`src/rtl/multi_debouncer_if.sv`:
```
// multi_debouncer_if: raw button inputs and qualified per-channel event outputs.
interface multi_debouncer_if #(parameter int CHANNELS = 4);
    logic [CHANNELS-1:0] in_i;
    logic [CHANNELS-1:0] level_o;
    logic [CHANNELS-1:0] press_o;
    logic [CHANNELS-1:0] release_o;
    logic [CHANNELS-1:0] repeat_o;
    logic [CHANNELS-1:0] long_hold_o;
    logic [CHANNELS-1:0] act_o;
    modport master(output in_i, input level_o, press_o, release_o, repeat_o, long_hold_o, act_o);
    modport slave(input in_i, output level_o, press_o, release_o, repeat_o, long_hold_o, act_o);
endinterface

```
`src/rtl/multi_debouncer.sv`:
```
// multi_debouncer: per-channel debounce with press/release/auto-repeat pulses and long-hold flag.
// Define MULTI_DEBOUNCER_SYNC_EN to insert a 2-flop synchronizer on every raw input.
module multi_debouncer #(
    parameter int CHANNELS = 4,
    parameter int PRESS_CLOCK_THR = 500000,
    parameter int RELEASE_CLOCK_THR = 500000,
    parameter int LONG_PRESS_THR = 25000000,
    parameter int CONTINUOUS_PRESS_THR = 5000000,
    parameter logic [CHANNELS-1:0] ACTIVE_LOW = '0
) (
    input logic clk,
    input logic rst,
    multi_debouncer_if.slave bus
);
    localparam int M1 = PRESS_CLOCK_THR > RELEASE_CLOCK_THR ? PRESS_CLOCK_THR : RELEASE_CLOCK_THR;
    localparam int M2 = LONG_PRESS_THR > CONTINUOUS_PRESS_THR ? LONG_PRESS_THR : CONTINUOUS_PRESS_THR;
    localparam int MAXT = M1 > M2 ? M1 : M2;
    localparam int CW = MAXT > 1 ? $clog2(MAXT) : 1;
    localparam logic [CW-1:0] P_LAST = CW'(PRESS_CLOCK_THR - 1);
    localparam logic [CW-1:0] R_LAST = CW'(RELEASE_CLOCK_THR - 1);
    localparam logic [CW-1:0] L_LAST = CW'(LONG_PRESS_THR - 1);
    localparam logic [CW-1:0] C_LAST = CW'(CONTINUOUS_PRESS_THR - 1);

    typedef enum logic [1:0] {IDLE, HELD, REPEAT, REL_WAIT} state_e;

    logic [CHANNELS-1:0] s;
    logic [CHANNELS-1:0] level, press, rel, rpt, long_hold;

`ifdef MULTI_DEBOUNCER_SYNC_EN
    // Synchronizer idles at the inactive level so reset never looks like a press.
    logic [CHANNELS-1:0] sync1_q, sync2_q;
    always_ff @(posedge clk) begin
        if (rst) begin
            sync1_q <= ACTIVE_LOW;
            sync2_q <= ACTIVE_LOW;
        end else begin
            sync1_q <= bus.in_i;
            sync2_q <= sync1_q;
        end
    end
    assign s = sync2_q ^ ACTIVE_LOW;
`else
    assign s = bus.in_i ^ ACTIVE_LOW;
`endif

    for (genvar c = 0; c < CHANNELS; c++) begin : g_ch
        state_e state_q, state_d, prev_q;
        logic [CW-1:0] cnt_q, cnt_d;
        logic long_q, long_d, s_prev_q;
        always_ff @(posedge clk) begin
            if (rst) begin
                state_q <= IDLE;
                prev_q <= IDLE;
                cnt_q <= '0;
                long_q <= 1'b0;
                s_prev_q <= 1'b0;
            end else begin
                state_q <= state_d;
                prev_q <= state_q;
                cnt_q <= cnt_d;
                long_q <= long_d;
                s_prev_q <= s[c];
            end
        end
        always_comb begin
            state_d = state_q;
            cnt_d = '0;
            long_d = long_q;
            case (state_q)
                IDLE: begin
                    if (s[c]) begin
                        if (cnt_q == P_LAST) state_d = HELD;
                        else cnt_d = cnt_q + 1'b1;
                    end
                end
                HELD: begin
                    if (!s[c]) state_d = REL_WAIT;
                    else if (cnt_q == L_LAST) begin
                        state_d = REPEAT;
                        long_d = 1'b1;
                    end else cnt_d = cnt_q + 1'b1;
                end
                REPEAT: begin
                    if (!s[c]) state_d = REL_WAIT;
                    else if (cnt_q != C_LAST) cnt_d = cnt_q + 1'b1;
                end
                default: begin
                    if (s[c]) state_d = long_q ? REPEAT : HELD;
                    else if (cnt_q == R_LAST) begin
                        state_d = IDLE;
                        long_d = 1'b0;
                    end else cnt_d = cnt_q + 1'b1;
                end
            endcase
        end
        // Pulses key off the previous state so a bounce back from REL_WAIT stays silent.
        assign level[c] = state_q != IDLE;
        assign long_hold[c] = state_q == REPEAT;
        assign press[c] = state_q == HELD && prev_q == IDLE;
        assign rel[c] = state_q == IDLE && prev_q == REL_WAIT;
        assign rpt[c] = state_q == REPEAT && cnt_q == '0 && s_prev_q && prev_q != REL_WAIT;
    end

    assign bus.level_o = level;
    assign bus.press_o = press;
    assign bus.release_o = rel;
    assign bus.repeat_o = rpt;
    assign bus.long_hold_o = long_hold;
    assign bus.act_o = press | rpt;
endmodule

```
`src/flat_wrapper.sv`:
```
// flat-port wrapper written by rule: the top's interface ports become plain ports
module multi_debouncer_flat 
#(
    parameter int CHANNELS = 4,
    parameter int PRESS_CLOCK_THR = 500000,
    parameter int RELEASE_CLOCK_THR = 500000,
    parameter int LONG_PRESS_THR = 25000000,
    parameter int CONTINUOUS_PRESS_THR = 5000000,
    parameter logic [CHANNELS-1:0] ACTIVE_LOW = '0
)
  (clk, rst, bus_in_i, bus_level_o, bus_press_o, bus_release_o, bus_repeat_o, bus_long_hold_o, bus_act_o);
  multi_debouncer_if #(.CHANNELS(CHANNELS)) bus_i ();
  input logic clk;
  input logic rst;
  input wire logic [$bits(bus_i.in_i)-1:0] bus_in_i;
  output wire logic [$bits(bus_i.level_o)-1:0] bus_level_o;
  output wire logic [$bits(bus_i.press_o)-1:0] bus_press_o;
  output wire logic [$bits(bus_i.release_o)-1:0] bus_release_o;
  output wire logic [$bits(bus_i.repeat_o)-1:0] bus_repeat_o;
  output wire logic [$bits(bus_i.long_hold_o)-1:0] bus_long_hold_o;
  output wire logic [$bits(bus_i.act_o)-1:0] bus_act_o;
  assign bus_i.in_i = bus_in_i;
  assign bus_level_o = bus_i.level_o;
  assign bus_press_o = bus_i.press_o;
  assign bus_release_o = bus_i.release_o;
  assign bus_repeat_o = bus_i.repeat_o;
  assign bus_long_hold_o = bus_i.long_hold_o;
  assign bus_act_o = bus_i.act_o;
  multi_debouncer #(.CHANNELS(CHANNELS), .PRESS_CLOCK_THR(PRESS_CLOCK_THR), .RELEASE_CLOCK_THR(RELEASE_CLOCK_THR), .LONG_PRESS_THR(LONG_PRESS_THR), .CONTINUOUS_PRESS_THR(CONTINUOUS_PRESS_THR), .ACTIVE_LOW(ACTIVE_LOW)) u_core (.clk(clk), .rst(rst), .bus(bus_i));
endmodule
```
`config.mk`:
```
export PLATFORM = sky130hd
export DESIGN_NAME = multi_debouncer_flat
export DESIGN_NICKNAME = d
export VERILOG_FILES = /design/src/rtl/multi_debouncer_if.sv /design/src/rtl/multi_debouncer.sv /design/src/flat_wrapper.sv
export SDC_FILE = /design/constraint.sdc
export NUM_CORES = 1
export LEC_CHECK = 0
export ABC_AREA = 1
export ABC_CLOCK_PERIOD_IN_PS = 1950
export BUFFER_PORTS_ARGS = -buffer_cell sky130_fd_sc_hd__buf_2
export CORE_MARGIN = 2
export CORE_UTILIZATION = 48
export DETAILED_ROUTE_END_ITERATION = 12
export PLACE_DENSITY = 0.64
export SYNTH_ARGS = -nofsm -noshare
export SYNTH_HDL_FRONTEND = slang
export SYNTH_SLANG_ARGS = --single-unit
export TNS_END_PERCENT = 10
```
`constraint.sdc`:
```
create_clock -name clk -period 1.95 [get_ports clk]
set_clock_uncertainty 0.15 [all_clocks]
set_input_delay 0.2925 -clock clk [delete_from_list [all_inputs] [get_ports clk]]
set_output_delay 0.2925 -clock clk [all_outputs]
set_load 0.1 [all_outputs]
```
==> results of run 1 <==
==> cells in the final DEF (no fill, tap or decap), types with 3 or more instances in the layout <==
master,instances
a21oi_1,19
buf_12,24
buf_2,7
buf_4,64
buf_6,11
clkbuf_16,19
clkbuf_8,4
clkinv_2,4
clkinvlp_4,3
dfxtp_1,99
dfxtp_2,23
ha_1,18
ha_2,3
ha_4,15
inv_1,149
inv_2,20
inv_4,7
nand2_1,223
nand2_2,15
nand3_1,74
nand3_2,12
nand3b_1,11
nand4_1,36
nor2_1,260
nor2_2,29
nor2_4,8
nor3_1,26
nor3_2,5
nor3_4,4
nor3b_1,4
o21ai_0,23
o21ai_1,4
o22ai_1,3
or2_4,4
xnor2_1,12
xor2_1,59
==> worst min-delay path by stage <==
stage,end,slack [ps],start
2_1_floorplan,u_core.g_ch[3].prev_q[1],210,rst
3_3_place_gp,u_core.g_ch[2].cnt_q[0],290,u_core.g_ch[2].cnt_q[0]
3_5_place_dp,u_core.g_ch[2].cnt_q[0],310,u_core.g_ch[2].cnt_q[0]
4_1_cts,u_core.g_ch[3].s_prev_q,20,rst
5_1_grt,u_core.g_ch[3].s_prev_q,20,rst
6_report,u_core.g_ch[3].s_prev_q,20,rst
==> critical path, stage by stage (launching register included) <==
cell and delay (ps):
dfxtp_2 350, inv_2 120, ha_4 180, nand2_2 50, nor3_2 120, nand3b_1 140
nor2_4 140, or2_4 140, buf_12 160
==> cell families (layout without fill, tap and decap cells) <==
| kind of cell | count (synthesis) | count (layout) |
|---|---|---|
| fa+ha+maj | 36 | 36 |
| simple gates | 724 | 724 |
| compound gates | 54 | 54 |
| flops | 124 | 124 |
| xor+xnor | 71 | 71 |
| buf+inv | 190 | 316 |
==> layer usage <==
layer  GRT usage  wire [um]
met1       0.290       9110
met3      0.0482        917
met4      0.0676        407
met5           0          0
met2       0.396       9820
==> flip-flops by register name, indices dropped and copies added, names as in the netlist <==
register and flops:
u_core.g_ch.s_prev_q 4, u_core.g_ch.long_q 4, u_core.g_ch.cnt_q 100, u_core.g_ch.prev_q 8
u_core.g_ch.state_q 8
==> timing repair <==
item	4_1_cts	5_1_grt
endpoints found under the setup margin	20	118
hold buffers	0	0
gates cloned	0	2
setup buffers	9	11
resized for setup	48	91
pin swaps	16	24
endpoints found under the hold margin	0	0
==> through the flow <==
step | power (uW) | hold slack [ps] | setup slack (ps) | util | instances
after floorplan | 2730 | 215 | -1220 | - | 1199
after global placement | 2780 | 292 | 30.9 | 0.569 | 1487
after detailed placement | 2780 | 311 | -3.30 | 0.569 | 1487
after CTS | 5830 | 21.0 | -310 | 0.618 | 1528
after global routing | 6020 | 21.3 | -397 | 0.644 | 1541
final | 5820 | 15.5 | -323 | 0.644 | 1541
==> power groups by stage <==
stage / combinational [uW] / sequential, uW / clock, uW
2_1_floorplan: 117 / 2610 / 0
3_3_place_gp: 170 / 2610 / 0
3_5_place_dp: 172 / 2610 / 0
4_1_cts: 182 / 2550 / 3100
5_1_grt: 247 / 2550 / 3210
6_report: 220 / 2560 / 3040
==> final cells by class <==
cell class	instances	area share
multi-input combinational	885	0.491
tap	216	0.0264
timing repair buffer	108	0.114
inverter	176	0.0662
clock inverter	10	0.00880
clock buffer	22	0.0473
sequential	124	0.246
==> impl_metrics.json, run 1 <==
{
  "drv_cap": 0,
  "post-route-period-util": 1.17,
  "p_int_uw": 4520,
  "synth_compound_area_frac": 0.0371,
  "fin_area_sq_um": 10200,
  "wl_per_cell_um": 13.1,
  "synth_top_family_by_area": "simple AND/OR/NAND/NOR gates",
  "multiInputGateArea_sq_um": 5030,
  "rsz0062_at_grt": "yes",
  "total_leakage_power_uw": 0.00422,
  "cts_tree": "built",
  "comb_power_share": 0.038,
  "min_path_cells": 2,
  "seq_area_frac_synth": 0.319,
  "seqPwrFrac": 0.439,
  "outcome": "finished with violations",
  "syn_avg_cell_area_sq_um": 6.50,
  "synth-adder-area-share": 0.0578,
  "die-width_um": 131,
  "tightest_slew_ps": 492,
  "rr_worst_depth": 12,
  "yosys_warnings": 0,
  "ios": 30,
  "hold_violations": 0,
  "synth_top_cell_area_share": 0.319,
  "wl_um": 20300,
  "grt_pass1_vias": 7236,
  "p_sw_uw": 1300,
  "netlist_instances": 1199,
  "htree_levels": 4,
  "syn_area_sq_um": 7790,
  "path_clk_slew_ps": 60,
  "nNetsFinal": 1354,
  "reg2reg_to": "u_core.g_ch[2].cnt_q[16]",
  "crit_type": "reg -> out",
  "syn_nets": 1241,
  "yosysMostFrequentCell": "nor2_1",
  "start_util": 0.490,
  "r2r_start": "u_core.g_ch[2].cnt_q[0]",
  "core_area_sq_um": 15900,
  "drtPass1Iterations": 6,
  "drive_above_1_share": 0.224,
  "finalWorstSetupSlack_ps": -323,
  "yosys.area_share.xor_xnor": 0.0798,
  "grt_max_degree": 24,
  "hp-class": "in -> reg",
  "die-area_sq_um": 17300,
  "swShare": 0.223,
  "ir_drop_uv": 646,
  "path_max_fanout": 4,
  "cts_buffer_depth": 2,
  "p_per_area_nw_per_um2": 568,
  "fillers": 1469,
  "synthTopCellsByCount": "280 x nor2_1, 231 x nand2_1, 171 x inv_1",
  "cts_sinks": 124,
  "max_freq_mhz": 440,
  "routabilityCongestion": 0.909,
  "power_frac_clock": 0.523,
  "die_y_um": 131,
  "cts_made_buffers": 17,
  "setup.worst_path.end_class": "primary output",
  "ff2ff_setup_slack_ps": 0,
  "fin_crit_ps": 2270,
  "report.final.setup_viol": 14,
  "grt_pass1_wl_um": 33100,
  "synthTopCellsByArea": "dfxtp_1 32%, nor2_1 13%, nand2_1 11%, inv_1 8.2%, xor2_1 6.6%",
  "required_ps": 1510,
  "grt-ovfl-total": 0,
  "seq_area_sq_um": 2520,
  "clk_latency_ps": 420,
  "grt_use_total": 0.230,
  "yosysTopAreaCell": "dfxtp_1",
  "drc": 0,
  "dp_hpwl_um": 14900,
  "port_buffers": 29,
  "fin_setup_tns_ps": -2480,
  "ys.flop_type": "dfxtp_1",
  "crit_path_start": "u_core.g_ch[1].state_q[0]",
  "relSlewSlack": 0.674,
  "violations": "setup timing",
  "drt_iter0_markers": 646,
  "via_per_inst": 5.04,
  "root_buffer": "clkbuf_16",
  "synth_edf_count": 0,
  "crit_path_end": "bus_act_o[1]",
  "ant_nets": 0,
  "antenna_cells": 0,
  "synth_cell_types": 39,
  "slew_violations": 0,
  "area_delta_synth_final_pct": 31.4,
  "via_count": 7773,
  "ys_seq_elements": 124,
  "async_flop_share": 0,
  "antenna_found_initial": 0,
  "rows": 46,
  "dpl-instance-area_sq_um": 9030,
  "synth_mux_area_frac": 0,
  "synthSimpleGateAreaFrac": 0.408,
  "cp-start-kind": "register",
  "crit_arrival_ps": 1830
}
Note: power is estimated with default switching activity, not from simulation.
==> run 2: changes to the inputs <==
--- a/config.mk
+++ b/config.mk
@@ -8,10 +8,12 @@
 export ABC_AREA = 1
 export ABC_CLOCK_PERIOD_IN_PS = 1950
 export BUFFER_PORTS_ARGS = -buffer_cell sky130_fd_sc_hd__buf_2
+export CAP_MARGIN = 5
 export CORE_MARGIN = 2
 export CORE_UTILIZATION = 48
 export DETAILED_ROUTE_END_ITERATION = 12
 export PLACE_DENSITY = 0.64
+export SETUP_SLACK_MARGIN = 0.05
 export SYNTH_ARGS = -nofsm -noshare
 export SYNTH_HDL_FRONTEND = slang
 export SYNTH_SLANG_ARGS = --single-unit
==> impl_metrics.json, run 2 (same netlist as run 1, synthesis figures left out) <==
{
  "outcome": "finished with violations",
  "violations": "setup timing",
  "min_path_cells": 3,
  "cts_tree": "built",
  "crit_type": "reg -> out",
  "top_usage_layer": "met2",
  "grt_pass1_vias": 7194,
  "drt_iter0_markers": 740,
  "path_clk_slew_ps": 60,
  "drv_cap": 0,
  "grt_util_met1": 0.293,
  "path_cells": "inv_2 > ha_4 > nand3_2 > nor2_2 > nand4_1 > nor4_4 > or2_4 > buf_12",
  "setup.worst_path.end_class": "primary output",
  "reg2reg_to": "u_core.g_ch[1].cnt_q[2]",
  "ios": 30,
  "hold_violations": 0,
  "grt_pass1_wl_um": 33100,
  "grt_use_total": 0.230,
  "core_area_sq_um": 15900,
  "max_freq_mhz": 444,
  "required_ps": 1510,
  "rsz0062_at_grt": "yes",
  "critPathBufInv": 2,
  "wl_um": 20300,
  "die_y_um": 131,
  "antenna_cells": 0,
  "routabilityCongestion": 0.924,
  "drc": 0,
  "dp_hpwl_um": 14800,
  "max_stage_delay_ps": 330,
  "antenna_found_initial": 0,
  "r2r_start": "u_core.g_ch[1].cnt_q[16]",
  "nNetsFinal": 1354,
  "drive_above_1_share": 0.252,
  "post-route-period-util": 1.16,
  "most-common-layout-cells": "249 x nor2_1, 217 x nand2_1, 143 x inv_1",
  "grt_max_degree": 24,
  "root_buffer": "clkbuf_16",
  "cts_sinks": 124,
  "cp-start-kind": "register",
  "total_leakage_power_uw": 0.00426,
  "die-area_sq_um": 17300,
  "rows": 46,
  "rr_worst_depth": 11,
  "min_from": "bus_in_i[1]",
  "cp_top_family": "simple AND/OR/NAND/NOR gates",
  "top_regs": "u_core.g_ch.cnt_q (100), u_core.g_ch.prev_q (8), u_core.g_ch.state_q (8)",
  "report.final.setup_viol": 10,
  "start_util": 0.490,
  "cp_slowest_cell": "dfxtp_2",
  "tightest_slew_ps": 420,
  "wl_per_cell_um": 13.2,
  "met3_usage": 0.0498,
  "cts_buffer_depth": 2,
  "top_register": "u_core.g_ch.cnt_q",
  "cts_hold_buf": 0,
  "grt-ovfl-total": 0,
  "dpl-instance-area_sq_um": 9030,
  "hp-class": "in -> reg",
  "ir_drop_uv": 641,
  "fin_crit_ps": 2250,
  "path_max_fanout": 2,
  "crit_arrival_ps": 1810,
  "hold_end": "u_core.g_ch[1].s_prev_q",
  "via_per_inst": 5.08,
  "area_delta_synth_final_pct": 34.0,
  "die-width_um": 131,
  "drtPass1Iterations": 5,
  "ant_nets": 0,
  "place_ws_ps": -2.56,
  "p_per_area_nw_per_um2": 551,
  "largest_reg_flops": 100,
  "final_common_cell": "nor2_1",
  "dp.cells": 1482,
  "clk_latency_ps": 420,
  "cts_made_buffers": 17,
  "fin_setup_tns_ps": -2220,
  "ff2ff_setup_slack_ps": 20,
  "final_util": 0.657,
  "htree_levels": 4,
  "fin_area_sq_um": 10400,
  "slew_violations": 0,
  "gr-usage-met2": 0.385,
  "via_count": 7821,
  "relSlewSlack": 0.718,
  "layout.cells.non_filler": 1541,
  "port_buffers": 29,
  "finalWorstSetupSlack_ps": -302
}
[run 2: changes by cell type in the layout (fill, tap and decap cells not counted), sizes merged]
cell / delta
clkinv: +2
clkbuf: -1
clkinvlp: -1
[run 2: worst max-delay path by stage]
stage	start	to	slack [ps]	cells after the start
floorplan	u_core.g_ch[3].state_q[0]	bus_act_o[3]	-1220	7
global placement	u_core.g_ch[3].cnt_q[0]	u_core.g_ch[3].cnt_q[16]	30	11
detailed placement	u_core.g_ch[3].cnt_q[0]	u_core.g_ch[3].cnt_q[24]	-3	11
CTS	u_core.g_ch[3].state_q[0]	bus_act_o[3]	-320	8
global route	u_core.g_ch[3].state_q[0]	bus_act_o[3]	-420	8
finish	u_core.g_ch[3].cnt_q[0]	bus_act_o[3]	-300	8
[run 2: per-stage QoR]
stage,hold slack [ps],power [uW]
floorplan,215,2730
global placement,294,2790
detailed placement,297,2790
CTS,83.4,5770
global route,104,5920
finish,88.9,5750
[run 2: metal layers]
metal / up-vias / routed length, um / part of all wire
met3: 50 / 946 / 0.046
met1: 3545 / 9260 / 0.46
met4: 0 / 524 / 0.026
met5: - / 0 / 0
li1: 3984 / - / -
met2: 242 / 9610 / 0.47
[run 2: what timing repair did]
item | in CTS | in global routing
setup endpoints to repair | 111 | 128
gates resized for setup | 94 | 100
pin swaps | 33 | 39
cloned | 0 | 2
setup buffers | 17 | 8
[run 2: worst register-to-register path, delay by kind of cell (launching register included)]
kind,cells,cell delay [ps]
AND/OR/NAND/NOR,8,940
buffers and inverters,3,390
flip-flops,1,350
[run 2: area by class of cell]
class	instances	area [sq um]
repair buffers	108	1170
clock buffers	21	450
multi-input cells	885	5210
inverters	176	691
well taps	216	270
fillers	1400	5450
clock inverters	11	96.3
flip-flops and latches	124	2540
[run 2: power by group]
| group | leakage (uW) | internal [uW] | switching [uW] | total (uW) |
|---|---|---|---|---|
| Sequential | 0.00102 | 2540 | 10.1 | 2550 |
| Combinational | 0.00297 | 102 | 134 | 236 |
| Clock | 0.000267 | 1780 | 1180 | 2960 |
